==> config.mk <==
export PLATFORM = sky130hd
export DESIGN_NAME = reg16_wr_arb_flat
export DESIGN_NICKNAME = d
export VERILOG_FILES = /design/src/rtl/reg16_wr_arb_pkg.sv /design/src/rtl/reg16_wr_arb_if.sv /design/src/rtl/reg16_wr_arb_rr_pick2.sv /design/src/rtl/reg16_wr_arb.sv /design/src/flat_wrapper.sv
export SDC_FILE = /design/constraint.sdc
export NUM_CORES = 1
export LEC_CHECK = 0
export BUFFER_PORTS_ARGS = -buffer_cell sky130_fd_sc_hd__clkbuf_2
export CORE_MARGIN = 10
export CORE_UTILIZATION = 42
export CTS_BUF_LIST = sky130_fd_sc_hd__clkbuf_16
export CTS_CLUSTER_SIZE = 8
export DETAILED_ROUTE_END_ITERATION = 10
export GPL_TIMING_DRIVEN = 0
export PLACE_DENSITY = 0.83
export SETUP_SLACK_MARGIN = 0.15
export SYNTH_ARGS = -nofsm -noshare
export SYNTH_HDL_FRONTEND = slang
export SYNTH_SLANG_ARGS = --single-unit
==> constraint.sdc <==
create_clock -name clk -period 1.8 [get_ports clk]
set_input_delay 0.09 -clock clk [delete_from_list [all_inputs] [get_ports clk]]
set_output_delay 0.09 -clock clk [all_outputs]
set_load 0.005 [all_outputs]
==> src/rtl/reg16_wr_arb_pkg.sv <==
// Shared types and default parameters for the two-requester register write arbiter.
package reg16_wr_arb_pkg;

    typedef enum logic {
        IDLE = 1'b0,
        BUSY = 1'b1
    } state_t;

    localparam int unsigned DEF_DW         = 16;
    localparam logic [3:0]  DEF_VIEW_ZMASK = 4'b0010;

endpackage

==> src/rtl/reg16_wr_arb_if.sv <==
// Two-requester write-beat bus: valid/last/data/nibble-enables toward the arbiter, ready back.
interface reg16_wr_arb_if #(
    parameter int unsigned DW = reg16_wr_arb_pkg::DEF_DW
);
    logic [1:0]      req_valid;
    logic [1:0]      req_last;
    logic [DW-1:0]   req_data0;
    logic [DW-1:0]   req_data1;
    logic [DW/4-1:0] req_nben0;
    logic [DW/4-1:0] req_nben1;
    logic [1:0]      req_ready;

    modport master (
        output req_valid, req_last, req_data0, req_data1, req_nben0, req_nben1,
        input  req_ready
    );

    modport slave (
        input  req_valid, req_last, req_data0, req_data1, req_nben0, req_nben1,
        output req_ready
    );
endinterface

==> src/rtl/reg16_wr_arb_rr_pick2.sv <==
// Two-way round-robin pick: a lone valid wins, on a tie the requester that is not last_owner wins.
module rr_pick2 (
    input  logic [1:0] valid,
    input  logic       last_owner,
    output logic       grant,
    output logic       any
);
    always_comb begin
        any   = |valid;
        grant = 1'b0;
        if (valid == 2'b11) begin
            grant = ~last_owner;
        end else if (valid[1]) begin
            grant = 1'b1;
        end
    end
endmodule

==> src/rtl/reg16_wr_arb.sv <==
// Round-robin write arbiter for one shared nibble-enabled register with non-preemptive bursts.
// Optional burst-grant counters are built when REG16_WR_ARB_STATS_EN is defined.
module reg16_wr_arb
    import reg16_wr_arb_pkg::*;
#(
    parameter int unsigned      DW         = DEF_DW,
    parameter logic [DW/4-1:0]  VIEW_ZMASK = DEF_VIEW_ZMASK
) (
    input  logic            clk,
    input  logic            rst,
    reg16_wr_arb_if.slave   bus,
    output logic [DW-1:0]   reg_q,
    output logic [DW-1:0]   reg_view,
    output logic            owner,
    output logic            busy,
    output logic [15:0]     stat_grants0,
    output logic [15:0]     stat_grants1
);
    localparam int unsigned NW = DW / 4;

    state_t          state;
    logic            pick_idx;
    logic            pick_any;
    logic [1:0]      ready;
    logic [1:0]      accept;
    logic            acc_any;
    logic            acc_idx;
    logic            acc_last;
    logic [DW-1:0]   wr_data;
    logic [NW-1:0]   wr_nben;
    logic [DW-1:0]   next_q;

    rr_pick2 u_pick (
        .valid      (bus.req_valid),
        .last_owner (owner),
        .grant      (pick_idx),
        .any        (pick_any)
    );

    // Ready: picked requester in IDLE, locked owner in BUSY, nobody under reset.
    always_comb begin
        ready = 2'b00;
        if (!rst) begin
            if (state == IDLE) begin
                ready[pick_idx] = pick_any;
            end else begin
                ready[owner] = 1'b1;
            end
        end
    end

    assign bus.req_ready = ready;
    assign accept        = bus.req_valid & ready;
    assign acc_any       = |accept;
    assign acc_idx       = accept[1];
    assign acc_last      = bus.req_last[acc_idx];
    assign wr_data       = acc_idx ? bus.req_data1 : bus.req_data0;
    assign wr_nben       = acc_idx ? bus.req_nben1 : bus.req_nben0;
    assign busy          = (state == BUSY);

    for (genvar n = 0; n < NW; n++) begin : g_nib
        assign next_q[n*4 +: 4]   = (acc_any && wr_nben[n]) ? wr_data[n*4 +: 4] : reg_q[n*4 +: 4];
        assign reg_view[n*4 +: 4] = VIEW_ZMASK[n] ? 4'h0 : reg_q[n*4 +: 4];
    end

    always_ff @(posedge clk) begin
        if (rst) begin
            state <= IDLE;
            reg_q <= '0;
            owner <= 1'b1;
        end else if (acc_any) begin
            reg_q <= next_q;
            case (state)
                IDLE: begin
                    owner <= acc_idx;
                    state <= acc_last ? IDLE : BUSY;
                end
                BUSY: begin
                    if (acc_last) begin
                        state <= IDLE;
                    end
                end
                default: state <= IDLE;
            endcase
        end
    end

`ifdef REG16_WR_ARB_STATS_EN
    // Count first beats only; continuation beats in BUSY are not new grants.
    logic first_grant;
    assign first_grant = acc_any && (state == IDLE);

    always_ff @(posedge clk) begin
        if (rst) begin
            stat_grants0 <= '0;
            stat_grants1 <= '0;
        end else if (first_grant) begin
            if (!acc_idx && stat_grants0 != 16'hFFFF) begin
                stat_grants0 <= stat_grants0 + 16'd1;
            end
            if (acc_idx && stat_grants1 != 16'hFFFF) begin
                stat_grants1 <= stat_grants1 + 16'd1;
            end
        end
    end
`else
    assign stat_grants0 = '0;
    assign stat_grants1 = '0;
`endif

endmodule
==> src/flat_wrapper.sv <==
// flat-port wrapper written by rule: the top's interface ports become plain ports
module reg16_wr_arb_flat import reg16_wr_arb_pkg::*;
#(
    parameter int unsigned      DW         = DEF_DW,
    parameter logic [DW/4-1:0]  VIEW_ZMASK = DEF_VIEW_ZMASK
)
  (clk, rst, reg_q, reg_view, owner, busy, stat_grants0, stat_grants1, bus_req_valid, bus_req_last, bus_req_data0, bus_req_data1, bus_req_nben0, bus_req_nben1, bus_req_ready);
  reg16_wr_arb_if #(.DW(DW)) bus_i ();
  input  logic clk;
  input  logic rst;
  output logic [DW-1:0] reg_q;
  output logic [DW-1:0] reg_view;
  output logic owner;
  output logic busy;
  output logic [15:0] stat_grants0;
  output logic [15:0] stat_grants1;
  input wire logic [$bits(bus_i.req_valid)-1:0] bus_req_valid;
  input wire logic [$bits(bus_i.req_last)-1:0] bus_req_last;
  input wire logic [$bits(bus_i.req_data0)-1:0] bus_req_data0;
  input wire logic [$bits(bus_i.req_data1)-1:0] bus_req_data1;
  input wire logic [$bits(bus_i.req_nben0)-1:0] bus_req_nben0;
  input wire logic [$bits(bus_i.req_nben1)-1:0] bus_req_nben1;
  output wire logic [$bits(bus_i.req_ready)-1:0] bus_req_ready;
  assign bus_i.req_valid = bus_req_valid;
  assign bus_i.req_last = bus_req_last;
  assign bus_i.req_data0 = bus_req_data0;
  assign bus_i.req_data1 = bus_req_data1;
  assign bus_i.req_nben0 = bus_req_nben0;
  assign bus_i.req_nben1 = bus_req_nben1;
  assign bus_req_ready = bus_i.req_ready;
  reg16_wr_arb #(.DW(DW), .VIEW_ZMASK(VIEW_ZMASK)) u_core (.clk(clk), .rst(rst), .bus(bus_i), .reg_q(reg_q), .reg_view(reg_view), .owner(owner), .busy(busy), .stat_grants0(stat_grants0), .stat_grants1(stat_grants1));
endmodule
==> qor.yml <==
outcome: "complete, no violations"
clock_tree_from_tritoncts: "built"
ys_dominant_reg_cell: "sky130_fd_sc_hd__dfxtp_1"
initial_core_util_pct: 44.07
async_reset_ff_share_pct: 0
place.port_buffers: 77
relSlewSlack_pct: 61.60
ys_types: 28
grt_max_degree: 11
synth.top_cells.by_area: "sky130_fd_sc_hd__buf_4, sky130_fd_sc_hd__dfxtp_1, sky130_fd_sc_hd__nand2b_1"
final-max-slew-violation-count: 0
whs_ns: 0.1624
core_area_sq_um: 3716
worst-slew-pin-transition_ns: 0.5761
power.density_cell_area_nw_per_um2: 569.7
grt_first_pass_wirelength_um: 7521
number_of_maximum_capacitance_constraint_violations: 0
synth.yosys.warnings: 0
yosys-top-cells-count: "sky130_fd_sc_hd__buf_4, sky130_fd_sc_hd__nand2b_1, sky130_fd_sc_hd__dfxtp_1"
synth-edff-count: 0
post-place-ws_ns: -0.02716
cts_made_buffers: 3
slowest_stage: "sky130_fd_sc_hd__a211oi_4"
place_area_sq_um: 2215
use_met3_pct: 5.292
static-leakage-power_nw: 1.319
required_ns: 1.96
hold_viol: 0
drt_via_density: 4.306
pin_count: 114
timing.final.crit_share_pct: 88.96
antenna_found_initial: 0
finalClockSkew_ns: 0.0009297
synthesis.area_sq_um: 1638
grt_most_used_layer: "met2"
die-height_um: 82.45
post_route_setup_slack_ns: 0.1988
drt_pass_1_iters: 4
routed_wire_length_per_instance_um: 13.47
use_met1_pct: 15.71
unrepaired_setup_endpoints_after_global_routing: "yes"
post_synth_inst_count: 190
globalRouteTotalUtil_pct: 13.63
synthToLayoutAreaGrowth_pct: 48.36
number_of_antenna_diodes: 0
route.antenna.remaining_nets: 0
critical-path-top-delay-family: "compound AO/OA/AOI/OAI gates"
utilization_pct: 65.39
vdd_drop_max_uv: 332.6
holdBufCountCts: 0
critical_path_buf_inv_count: 2
final_setup_fails: 0
cp_max_fo: 8
layout.cell_area.non_filler_sq_um: 2430
crit_arrival_ns: 1.76
timing_worst_setup_path_type: "flip-flop to flip-flop"
synthesis.area_per_instance_sq_um: 8.620
critPathCaptureType: "flip-flop"
setup.worst_path.start_class: "flip-flop"
clock_insertion_delay_worst_skew_ns: 0.25
post-route-drc-count: 0
grt-ovfl-total: 0
num-nets-final: 359
clk_pin_slew_worst_paths_ns: 0.05
period_minus_slack_ns: 1.601
yosysMostFrequentCell: "sky130_fd_sc_hd__buf_4"
detailroute.via_count: 1550
fmax_mhz: 624.5
rows: 22
die_width_um: 82.45
cts.htree.levels: 1
placed_cells: 350
clock-root-buffer: "sky130_fd_sc_hd__clkbuf_16"
cts_num_sinks: 18
clock_path_buffers: 2
die_area_sq_um: 6797
post_layout_nonfiller_instances: 360
vias_in_the_first_global_route: 1592
gp_routability_congestion: 0.7913
synth_seq_area_share_pct: 22.00
critical_path.most_common_cell: "sky130_fd_sc_hd__buf_6"
worstPathCellList: "buf_6, mux2i_4, a211oi_4, buf_6, o21ai_4, a221oi_2"
wirelength_um: 4848
hold_path_class: "input port to flip-flop"
first_iter_violations: 50
ys_seq_elements: 18
met2_usage_pct: 23.95
setup_total_negative_slack_ns: 0
report.power.total_mw: 1.384
timing.critical_path.slowest_cell_delay_ns: 0.36
post-synth-top-area-cell: "sky130_fd_sc_hd__buf_4"
ff2ff_setup_slack_ns: 0.20
share_of_the_synthesized_area_in_the_top_cell_type_pct: 22.46
dp.final_hpwl_um: 4014
drive_gt1_share_pct: 50.64
worst paths after layout:
kind | startpoint | to | cells past startpoint
worst min-delay path | bus_req_last[0] | u_core.busy | 4
worst max-delay path | u_core.owner | u_core.reg_q[9] | 6
worst max register to register | u_core.owner | u_core.reg_q[9] | 6
worst min register to register | u_core.reg_q[7] | u_core.reg_q[7] | 2
per-layer routing:
layer	up-vias	routed length [um]
met2	64	2394
li1	812	-
met3	0	611
met4	0	0
met5	-	0
met1	674	1842
final cells by class:
type / count / area, sq um
tap: 48 / 60.06
buffer: 55 / 421.7
multi-input combinational: 135 / 994.7
clock inverter: 1 / 3.754
inverter: 17 / 63.81
fill: 336 / 1286
clock buffer: 3 / 75.07
timing repair buffer: 83 / 447.9
sequential: 18 / 362.8
kinds of logic after synthesis:
group / synth area share, %
flip-flops: 22.00
AO/OA/AOI/OAI: 18.56
multiplexers: 10.39
AND/OR/NAND/NOR: 19.71
buffers and inverters: 29.11
other: 0.2290
power by group:
part           leakage [nW]  internal [mW]  switching (mW)
registers             0.148          0.431          0.0238
logic                  1.13          0.269           0.213
clock network        0.0385          0.295           0.152
registers in the layout, indices dropped and copies added, names as in the netlist:
name and cells:
u_core.reg_q 16, u_core.busy 1, u_core.owner 1
tightest hold or removal path: stages:
cell                       delay [ns]
sky130_fd_sc_hd__clkbuf_2        0.07
sky130_fd_sc_hd__a31oi_1         0.03
sky130_fd_sc_hd__o21ai_1         0.11
sky130_fd_sc_hd__a21oi_1         0.06
what timing repair did:
item,in CTS,in global routing
cloned,0,1
buffers inserted,1,4
pin swaps,0,7
gates resized for setup,3,14
endpoints found under the setup margin,16,17
cell usage in the layout, fill, tap and decap left out, types with 3 or more instances in the layout:
cell type / n
sky130_fd_sc_hd__inv_1: 17
sky130_fd_sc_hd__buf_6: 3
sky130_fd_sc_hd__nand2b_1: 35
sky130_fd_sc_hd__o31a_1: 4
sky130_fd_sc_hd__dfxtp_1: 16
sky130_fd_sc_hd__a221oi_2: 8
sky130_fd_sc_hd__a21oi_1: 4
sky130_fd_sc_hd__mux2i_1: 16
sky130_fd_sc_hd__conb_1: 36
sky130_fd_sc_hd__a221oi_1: 8
sky130_fd_sc_hd__clkbuf_16: 4
sky130_fd_sc_hd__and4_1: 4
sky130_fd_sc_hd__clkbuf_2: 78
sky130_fd_sc_hd__o21ai_4: 3
sky130_fd_sc_hd__buf_4: 53
Note: power is estimated with default switching activity, not from simulation.
